`src/rtl/remapper_pkg.sv`:
```
// Shared types and default geometry for the kernel collector and stream transmitter.
package remapper_pkg;

  localparam int unsigned DATA_WIDTH_DEF       = 8;
  localparam int unsigned IMAGE_KERNEL_12K_DEF = 64;
  localparam int unsigned IMG_WIDTH_DEF        = 4096;
  localparam int unsigned IMG_HEIGHT_DEF       = 3072;

  typedef enum logic [1:0] {
    ST_IDLE    = 2'd0,
    ST_COLLECT = 2'd1,
    ST_STALL   = 2'd2
  } collector_state_e;

  // Counter width for a 0..n-1 range, never narrower than one bit.
  function automatic int unsigned cnt_width(input int unsigned n);
    return (n > 1) ? $clog2(n) : 1;
  endfunction

endpackage

```
`src/rtl/s_axis_frame_tracker.sv`:
```
// Tracks pixel/line position of in-frame beats and flags tuser/tlast misplacement.
module s_axis_frame_tracker
  import remapper_pkg::*;
#(
  parameter int unsigned IMG_WIDTH  = IMG_WIDTH_DEF,
  parameter int unsigned IMG_HEIGHT = IMG_HEIGHT_DEF
) (
  input  logic clk_i,
  input  logic rst_i,
  input  logic beat_i,        // accepted beat that belongs to a frame
  input  logic tuser_i,
  input  logic tlast_i,
  output logic frame_end_c_o, // this beat is the last pixel of the frame
  output logic err_sof_o,
  output logic err_eol_o
);

  localparam int unsigned PIX_W  = cnt_width(IMG_WIDTH);
  localparam int unsigned LINE_W = cnt_width(IMG_HEIGHT);

  logic [PIX_W-1:0]  pix_q, pix_cur, pix_d;
  logic [LINE_W-1:0] line_q, line_cur, line_d;
  logic              restart, at_eol, at_eof;
  logic              err_sof_q, err_eol_q;

  // Position of the current beat (a tuser beat is pixel 0 of line 0) and its successor.
  always_comb begin
    restart       = beat_i & tuser_i;
    pix_cur       = restart ? '0 : pix_q;
    line_cur      = restart ? '0 : line_q;
    at_eol        = (pix_cur == PIX_W'(IMG_WIDTH - 1));
    at_eof        = at_eol && (line_cur == LINE_W'(IMG_HEIGHT - 1));
    pix_d         = at_eol ? '0 : pix_cur + PIX_W'(1);
    line_d        = at_eol ? (at_eof ? '0 : line_cur + LINE_W'(1)) : line_cur;
    frame_end_c_o = beat_i & at_eof;
  end

  // Counters advance by position only; error flags are single-cycle pulses.
  always_ff @(posedge clk_i) begin
    if (rst_i) begin
      pix_q     <= '0;
      line_q    <= '0;
      err_sof_q <= 1'b0;
      err_eol_q <= 1'b0;
    end else begin
      err_sof_q <= restart & ((pix_q != '0) | (line_q != '0));
      err_eol_q <= beat_i & (tlast_i != at_eol);
      if (beat_i) begin
        pix_q  <= pix_d;
        line_q <= line_d;
      end
    end
  end

  assign err_sof_o = err_sof_q;
  assign err_eol_o = err_eol_q;

endmodule

```
`src/rtl/s_axis_kernel_collector.sv`:
```
// Collects AXI-Stream pixels into fixed-size kernels with a one-deep output hold.
module s_axis_kernel_collector
  import remapper_pkg::*;
#(
  parameter int unsigned DATA_WIDTH       = DATA_WIDTH_DEF,
  parameter int unsigned IMAGE_KERNEL_12K = IMAGE_KERNEL_12K_DEF,
  parameter int unsigned IMG_WIDTH        = IMG_WIDTH_DEF,
  parameter int unsigned IMG_HEIGHT       = IMG_HEIGHT_DEF
) (
  input  logic                                              i_clk,
  input  logic                                              i_reset,
  input  logic [DATA_WIDTH-1:0]                             s_axis_tdata,
  input  logic                                              s_axis_tvalid,
  output logic                                              s_axis_tready,
  input  logic                                              s_axis_tuser,
  input  logic                                              s_axis_tlast,
  output logic [0:IMAGE_KERNEL_12K-1][DATA_WIDTH-1:0]       o_image_kernel,
  output logic                                              o_kernel_valid,
  input  logic                                              i_kernel_taken,
  output logic                                              o_frame_start,
  output logic                                              o_err_sof,
  output logic                                              o_err_eol
);

  localparam int unsigned IDX_W = cnt_width(IMAGE_KERNEL_12K);

  collector_state_e                            state_q;
  logic [IDX_W-1:0]                            fill_idx_q, widx_c;
  logic [0:IMAGE_KERNEL_12K-1][DATA_WIDTH-1:0] fill_q, fill_d, kernel_q;
  logic fill_fs_q, fs_q, valid_q, tready_q, stall_eof_q;
  logic accept_c, in_frame_c, restart_c, complete_c, out_free_c, fill_fs_c, frame_end_c;

  // Beat classification: IDLE only admits a tuser beat, COLLECT admits everything.
  always_comb begin
    accept_c   = s_axis_tvalid & tready_q;
    in_frame_c = accept_c & (((state_q == ST_IDLE) & s_axis_tuser) | (state_q == ST_COLLECT));
    restart_c  = in_frame_c & s_axis_tuser;
    widx_c     = restart_c ? '0 : fill_idx_q;
    complete_c = in_frame_c & (widx_c == IDX_W'(IMAGE_KERNEL_12K - 1));
    out_free_c = ~valid_q | i_kernel_taken;
    fill_fs_c  = restart_c | fill_fs_q;
  end

  // Fill buffer with the current beat merged in, so completion can bypass straight to the output.
  always_comb begin
    fill_d         = fill_q;
    fill_d[widx_c] = s_axis_tdata;
  end

  s_axis_frame_tracker #(
    .IMG_WIDTH (IMG_WIDTH),
    .IMG_HEIGHT(IMG_HEIGHT)
  ) u_tracker (
    .clk_i        (i_clk),
    .rst_i        (i_reset),
    .beat_i       (in_frame_c),
    .tuser_i      (s_axis_tuser),
    .tlast_i      (s_axis_tlast),
    .frame_end_c_o(frame_end_c),
    .err_sof_o    (o_err_sof),
    .err_eol_o    (o_err_eol)
  );

  // Fill buffer storage; contents are only meaningful up to the fill index.
  always_ff @(posedge i_clk) begin
    if (in_frame_c) fill_q <= fill_d;
  end

  // Control FSM plus output hold register.
  always_ff @(posedge i_clk) begin
    if (i_reset) begin
      state_q     <= ST_IDLE;
      fill_idx_q  <= '0;
      fill_fs_q   <= 1'b0;
      kernel_q    <= '0;
      valid_q     <= 1'b0;
      fs_q        <= 1'b0;
      tready_q    <= 1'b0;
      stall_eof_q <= 1'b0;
    end else begin
      tready_q <= 1'b1;
      if (valid_q && i_kernel_taken) valid_q <= 1'b0;
      case (state_q)
        ST_IDLE, ST_COLLECT: begin
          if (in_frame_c) begin
            fill_fs_q <= fill_fs_c;
            if (complete_c) begin
              fill_idx_q <= '0;
              if (out_free_c) begin
                kernel_q  <= fill_d;
                valid_q   <= 1'b1;
                fs_q      <= fill_fs_c;
                fill_fs_q <= 1'b0;
                state_q   <= frame_end_c ? ST_IDLE : ST_COLLECT;
              end else begin
                state_q     <= ST_STALL;
                stall_eof_q <= frame_end_c;
                tready_q    <= 1'b0;
              end
            end else begin
              fill_idx_q <= widx_c + IDX_W'(1);
              state_q    <= ST_COLLECT;
            end
          end
        end
        ST_STALL: begin
          if (valid_q && i_kernel_taken) begin
            kernel_q  <= fill_q;
            valid_q   <= 1'b1;
            fs_q      <= fill_fs_q;
            fill_fs_q <= 1'b0;
            state_q   <= stall_eof_q ? ST_IDLE : ST_COLLECT;
          end else begin
            tready_q <= 1'b0;
          end
        end
        default: state_q <= ST_IDLE;
      endcase
    end
  end

  assign s_axis_tready  = tready_q;
  assign o_image_kernel = kernel_q;
  assign o_kernel_valid = valid_q;
  assign o_frame_start  = fs_q;

endmodule

```
`config.mk`:
```
export PLATFORM = sky130hd
export DESIGN_NAME = s_axis_kernel_collector
export DESIGN_NICKNAME = d
export VERILOG_FILES = /design/src/rtl/remapper_pkg.sv /design/src/rtl/s_axis_frame_tracker.sv /design/src/rtl/s_axis_kernel_collector.sv
export SDC_FILE = /design/constraint.sdc
export NUM_CORES = 2
export LEC_CHECK = 0
export BUFFER_PORTS_ARGS = -buffer_cell sky130_fd_sc_hd__buf_2
export CAP_MARGIN = 20
export CORE_AREA = 8 8 272 327
export DETAILED_ROUTE_END_ITERATION = 10
export DIE_AREA = 0 0 280 335
export PLACE_DENSITY = 0.79
export SLEW_MARGIN = 10
export SYNTH_ARGS = -nofsm -noshare
export SYNTH_HDL_FRONTEND = slang
export SYNTH_SLANG_ARGS = --single-unit
```
`constraint.sdc`:
```
create_clock -name i_clk -period 43.1 [get_ports i_clk]
set_input_delay 8.62 -clock i_clk [delete_from_list [all_inputs] [get_ports i_clk]]
set_output_delay 8.62 -clock i_clk [all_outputs]
set_load 0.02 [all_outputs]
```
# Word-level counts from Yosys, hierarchy flattened
# Index checks and enable logic that the tools add are counted.
classes:
  add_sub_neg: 3
  magnitude_cmp: 2
  n_eq_ne: 10
  muxes: 43
  bitwise: 15
  n_reduce_logical: 13
op_table:
  columns: ["operator", "n"]
  rows:
  - ["512-bit two-way mux", 4]
  - ["512-bit case mux with 2 select lines", 1]
  - ["512-bit bitwise mux", 1]
  - ["12-bit two-way mux", 5]
  - ["8-bit demux with 6-bit select", 1]
  - ["12-bit by 1-bit adder with 12-bit output, second input constant", 2]
  - ["12-bit == test, second input constant", 2]
  - ["12-bit nonzero test", 2]
  - ["1-bit two-way mux", 19]
  - ["6-bit two-way mux", 2]
  - ["1-bit AND", 8]
  - ["2-bit two-way mux", 4]
  - ["8-bit two-way mux", 1]
  - ["1-bit case mux with 2 select lines", 4]
  - ["7-bit >= comparator, second input constant", 1]
  - ["7-bit by 1-bit less-than comparator with 1-bit output, second input constant", 1]
  - ["6-bit inverter with 7-bit output", 1]
  - ["6-bit by 1-bit adder with 6-bit output, second input constant", 1]
  - ["6-bit == test, second input constant", 1]
  - ["2-bit inequality test, second input constant", 3]
  - ["5-bit AND reduction", 1]
  - ["1-bit bitwise OR", 4]
  - ["2-bit case mux with 2 select lines", 1]
  - ["2-bit AND reduction", 2]
  - ["other kinds (11)", 14]
word_totals:
  ff_bits: 1063
  wordCells: 225

# Depth between registers and ports, before layout
logic_depth:
  word_depth: 16
  mapped_depth: 14
  mapped_depth_nobuf: 9

# Modules after synthesis
# From an unflattened synthesis, not the netlist that was laid out.
hier_totals:
  hier_cells: 3951
  area_unflattened_um2: 46616.0
modules_own_cells:
  columns: ["module", "instances", "cells_each", "area_each_um2", "seq_area_each_um2"]
  rows:
  - ["s_axis_kernel_collector", 1, 3751, 44986.9, 25884.8]
  - ["s_axis_frame_tracker", 1, 200, 1629.1, 520.5]

# Least setup slack after synthesis
# Ideal clock, no wire load.
synth_path:
  kind: "input -> register"
  startpoint: "in s_axis_tvalid"
  endpoint: "reg fill_idx_q[3]"
  arrival_ns: 23.811
  setup_slack_ns: 18.529
  stages: 5
  path_buffers: 1
  path_cell_list: "and3b_1 o21ai_0 clkinv_1 clkbuf_1 a311oi_1"
synth_via:
  elab_chain_len: 7
  word_cells_on_any_way: 9
  cone_classes: "add/sub: 1; eq/ne: 1; mux: 2; bitwise: 4; reduce/logical: 1"
synth_rtl:
  columns: ["element", "line_no", "source"]
  rows:
  - ["start, declared", "s_axis_kernel_collector.sv:13", "input logic s_axis_tvalid,"]
  - ["1-bit AND *", "s_axis_kernel_collector.sv:35", "accept_c = s_axis_tvalid & tready_q;"]
  - ["1-bit AND *", "s_axis_kernel_collector.sv:36", "in_frame_c = accept_c & (((state_q == ST_IDLE) & s_axis_tuser) | (state_q == ST_COLLECT));"]
  - ["named net in_frame_c", "s_axis_kernel_collector.sv:31", "logic accept_c, in_frame_c, restart_c, complete_c, out_free_c, fill_fs_c, frame_end_c;"]
  - ["branches (longest 5 deep; another with 6-bit by 1-bit adder with 6-bit output)", null, null]
  - ["end signal, assigned", "s_axis_kernel_collector.sv:101", "fill_idx_q <= widx_c + IDX_W'(1);"]
  - ["end, declared", "s_axis_kernel_collector.sv:28", "logic [IDX_W-1:0] fill_idx_q, widx_c;"]
# Mark *: on every way through the listed nets, which the timed path passes.
# A chain may end at the register's enable or synchronous reset.

# Worst setup path in the final report
layout_path:
  startpoint: "in s_axis_tuser"
  endpoint: "reg kernel_q (netlist bit o_image_kernel[111])"
layout_via:
  elab_chain_len: 15
  word_cells_on_any_way: 21
  cone_classes: "order compare: 2; eq/ne: 3; mux: 8; bitwise: 6; reduce/logical: 2"
layout_rtl:
  columns: ["element", "line_no", "source"]
  rows:
  - ["start, declared", "s_axis_kernel_collector.sv:15", "input logic s_axis_tuser,"]
  - ["1-bit AND", "s_axis_kernel_collector.sv:36", null]
  - ["1-bit bitwise OR", "s_axis_kernel_collector.sv:36", null]
  - ["1-bit AND", "s_axis_kernel_collector.sv:36", null]
  - ["1-bit AND", "s_axis_kernel_collector.sv:37", "restart_c = in_frame_c & s_axis_tuser;"]
  - ["6-bit two-way mux", "s_axis_kernel_collector.sv:38", "widx_c = restart_c ? '0 : fill_idx_q;"]
  - ["6-bit inverter with 7-bit output (not written as such)", "s_axis_kernel_collector.sv:47", "fill_d[widx_c] = s_axis_tdata;"]
  - ["7-bit >= comparator (not written as such) / 7-bit by 1-bit less-than comparator with 1-bit output (equally long branches)", "s_axis_kernel_collector.sv:47", null]
  - ["1-bit logical AND (not written as such)", "s_axis_kernel_collector.sv:47", null]
  - ["8-bit two-way mux (not written as such)", "s_axis_kernel_collector.sv:47", null]
  - ["8-bit demux with 6-bit select", "s_axis_kernel_collector.sv:47", null]
  - ["512-bit bitwise mux", "s_axis_kernel_collector.sv:47", null]
  - ["512-bit two-way mux", "s_axis_kernel_collector.sv:89", "if (out_free_c) begin"]
  - ["512-bit two-way mux", "s_axis_kernel_collector.sv:87", "if (complete_c) begin"]
  - ["512-bit two-way mux", "s_axis_kernel_collector.sv:85", "if (in_frame_c) begin"]
  - ["512-bit case mux with 2 select lines", "s_axis_kernel_collector.sv:83", "case (state_q)"]
  - ["end signal, assigned", "s_axis_kernel_collector.sv:90", "kernel_q <= fill_d;"]
  - ["end signal, assigned", "s_axis_kernel_collector.sv:108", "kernel_q <= fill_q;"]
  - ["end, declared", "s_axis_kernel_collector.sv:29", "logic [0:IMAGE_KERNEL_12K-1][DATA_WIDTH-1:0] fill_q, fill_d, kernel_q;"]
# Parallel ways exist; a longest one is shown, timed or not. The select of a mux whose other input is x is not followed.

==> out/metrics.yaml <==
clock_tree:
  clkLatencyLatePin_ns: 0.68
  numClockSinks: 1063
  clockBufferDepth: 3
  holdBufCountCts: 0
  cts_inserted_buffers: 103
  cts-htree-levels: 3
  post_cts_buffers: 0
  ctsRootBufferMaster: "clkbuf_16"
  post_cts_resized: 0
  clk_pin_slew_ns: 0.06
  cts_tree: "yes"
worst_hold_path:
  worstHoldStart: "o_image_kernel[115]$_SDFFE_PP0P_"
  min_path_type: "flip-flop to flip-flop"
  hold_path_end: "o_image_kernel[115]$_SDFFE_PP0P_"
  whs_path_depth: 2
yosys:
  yosysSeqAreaShare_pct: 57.9
  syn_area_per_cell_um2: 12.0
  synth_cell_type_count: 63
  synth_edf_count: 512
  syn_inst: 3813
  ys_seq_elements: 1063
  ys.flop_type: "dfxtp_1"
  netlist_area_mm2: 0.0456
  yosys_warnings: 0
  syn_nets: 3830
  async_flop_share_pct: 0
place:
  dp_hpwl_um: 82700
  finalWeightedCongestion: 0.905
  dp_slack_ns: 29.74
  portBuffers: 530
timing:
  setup_ws_ns: 31.11
  slew-limit-headroom_pct: 7.55
  worstMarginPinSlew_ns: 1.39
  max_freq_mhz: 83.4
  fin_setup_tns_ns: 0
  drv_slew: 0
  fin_crit_sh_pct: 27.8
  finalSetupViolCount: 0
  period_minus_slack_ns: 11.99
  final_hold_viol_count: 0
  fin_skew_ns: 0.0349
  rsz0062_at_grt: "no"
worst_setup_path:
  r2r-end: "o_image_kernel[414]$_SDFFE_PP0P_"
  required_ns: 43.61
  worstPathArrival_ns: 12.50
  cp_max_fo: 255
  end_kind: "flip-flop"
  r2r_start: "fill_idx_q[0]$_SDFFE_PP0P_"
  start_kind: "input port"
  ff2ff_setup_slack_ns: 38.83
  path_class: "input port to flip-flop"
  r2r_cells: 9
die:
  io_pins: 531
  start_util_pct: 54.3
  die_x_um: 280
  core-area_mm2: 0.0839
  rows: 117
  dieArea_mm2: 0.0938
  die_h_um: 335
grt:
  track_usage_pct: 26.1
  antenna_found_initial: 5
  grt_pass1_vias: 30800
  grt-ovfl-total: 0
  grt_max_degree: 256
  grt_pass1_wl_um: 191000
drt:
  drt_iter0_markers: 2613
  ant_nets: 0
  vias: 31700
  firstDrtPassIters: 6
  via_per_inst: 5.84
  wirelength_um: 128000
  drc_errors: 0
  wl_per_cell_um: 23.5
finish:
  area_growth_pct: 14.2
  nets: 4219
  drive_gt1_share_pct: 30.6
power_and_ir_drop:
  worst_ir_drop_vdd_mv: 0.0315
  cellLeakagePower_nw: 19.3
  pwr_density_cell_mw_per_mm2: 39.1
status:
  outcome: "completed"
flow_run:
  drv_cap: 0
[kinds of logic (layout without fill, tap and decap cells)]
family                   Yosys count  count (layout)  share of synthesized area [%]
flip-flops                      1063            1063                           57.9
buffers and inverters            280             758                           3.00
XOR/XNOR                           2               2                         0.0384
other                              0               5                              0
AND/OR/NAND/NOR                  846             846                           8.29
adder cells (fa/ha/maj)            3               3                         0.0824
AO/OA/AOI/OAI                    595             595                           6.75
multiplexers                    1024            1024                           23.9
[layout make-up]
cell class	instances	area, µm²
Antenna cell	5	12.5
Clock buffer	138	2870
Clock inverter	56	517
Fill cell	6663	31800
Inverter	5	26.3
Multi-Input combinational cell	2470	17800
Sequential cell	1063	26400
Tap cell	1130	1410
Timing Repair Buffer	559	2980
[routing by layer]
| layer | GRT usage [%] | share of wire [%] |
|---|---|---|
| met5 | 0 | 0.010 |
| met4 | 11.4 | 4.4 |
| met3 | 4.79 | 6.9 |
| met2 | 43.1 | 48 |
| met1 | 33.4 | 41 |
[synth_stat cells (2+ instances only)]
cell | number | area (µm²)
a211oi_1 | 2 | 15.0
a21oi_1 | 29 | 145
a221oi_1 | 3 | 26.3
a311oi_1 | 2 | 17.5
a31o_2 | 2 | 17.5
a31oi_1 | 9 | 56.3
and2_1 | 11 | 68.8
and3_1 | 6 | 37.5
and3b_1 | 3 | 26.3
buf_1 | 2 | 7.51
buf_2 | 42 | 210
buf_4 | 2 | 15.0
buf_6 | 34 | 383
clkbuf_1 | 195 | 732
dfxtp_1 | 551 | 11000
edfxtp_1 | 512 | 15400
ha_1 | 3 | 37.5
inv_1 | 4 | 15.0
mux2_2 | 512 | 5770
mux2i_1 | 512 | 5120
nand2_1 | 609 | 2290
nand2_2 | 5 | 31.3
nand2b_1 | 6 | 37.5
nand3_1 | 33 | 165
nand3b_1 | 4 | 30.0
nand4_1 | 14 | 87.6
nand4b_1 | 5 | 43.8
nor2_1 | 41 | 154
nor2_2 | 41 | 257
nor2b_1 | 6 | 37.5
nor3_1 | 15 | 75.1
nor3_2 | 11 | 110
nor3b_4 | 2 | 37.5
nor4_1 | 11 | 68.8
nor4_4 | 2 | 42.5
o2111ai_1 | 3 | 26.3
o21ai_0 | 51 | 255
o21ai_1 | 481 | 2410
o22ai_1 | 2 | 12.5
or3_1 | 6 | 37.5
or3b_2 | 3 | 26.3
or4_1 | 5 | 37.5
[registers in the layout, summed over array words and instances (netlist names)]
register / cells
fill_q: 512
o_image_kernel: 512
u_tracker.line_q: 12
u_tracker.pix_q: 12
fill_idx_q: 6
state_q: 2
fill_fs_q: 1
o_frame_start: 1
o_kernel_valid: 1
s_axis_tready: 1
stall_eof_q: 1
u_tracker.err_eol_o: 1
u_tracker.err_sof_o: 1
[stage by stage]
step	utilization [%]	total power (W)	instances	hold slack, ns	cell area, µm²
floorplan	-	0.00115	3813	0.444	45600
global placement	57.9	0.00115	5221	0.432	48600
detailed placement	57.9	0.00115	5224	0.437	48600
CTS	62.0	0.00205	5418	0.446	52000
global route	62.1	0.00209	5421	0.460	52100
finish	62.1	0.00204	5426	0.442	52100
[worst max path at each step]
stage / slack (ns) / from / cells after the start / end
3_5_place_dp: 29.74 / s_axis_tuser / 13 / o_image_kernel[144]$_SDFFE_PP0P_
4_1_cts: 30.40 / s_axis_tuser / 13 / o_image_kernel[61]$_SDFFE_PP0P_
5_1_grt: 30.71 / s_axis_tuser / 13 / o_image_kernel[111]$_SDFFE_PP0P_
2_1_floorplan: 18.53 / s_axis_tvalid / 5 / fill_idx_q[3]$_SDFFE_PP0P_
6_report: 31.11 / s_axis_tuser / 13 / o_image_kernel[111]$_SDFFE_PP0P_
3_3_place_gp: 29.90 / s_axis_tuser / 13 / o_image_kernel[103]$_SDFFE_PP0P_
[report_power, final]
group / switching, W / total [W] / internal (W)
registers: 0.00000380 / 0.00107 / 0.00106
logic: 0.0000513 / 0.0000655 / 0.0000142
clock network: 0.000388 / 0.000905 / 0.000517
[worst max-delay path, cell delays in order]
cell,delay (ns)
buf_2,0.26
nand4b_1,0.14
buf_4,0.25
nand2_1,0.30
inv_1,0.08
ha_1,0.25
nand2_1,0.09
nor3_2,0.09
a22oi_2,0.21
or3_4,0.58
buf_12,0.68
buf_4,0.72
o21ai_0,0.18
[cells in the final DEF, fill, tap and decap left out, drive strengths merged, types with 4 or more instances in the layout]
cell type,count
clkinvlp,7
and3,6
mux2i,512
nor2b,6
nand4,14
buf,559
a21oi,30
nand3b,4
nand2,614
nand4b,5
bufinv,8
nor3b,4
a31oi,9
nand2b,6
nor4,14
o21ai,532
or3,6
diode,5
nor3,26
or4,5
mux2,512
clkinv,39
clkbuf,138
and2,11
nand3,34
dfxtp,551
edfxtp,512
nor2,82
inv,7
(Power assumes the default switching activity.)
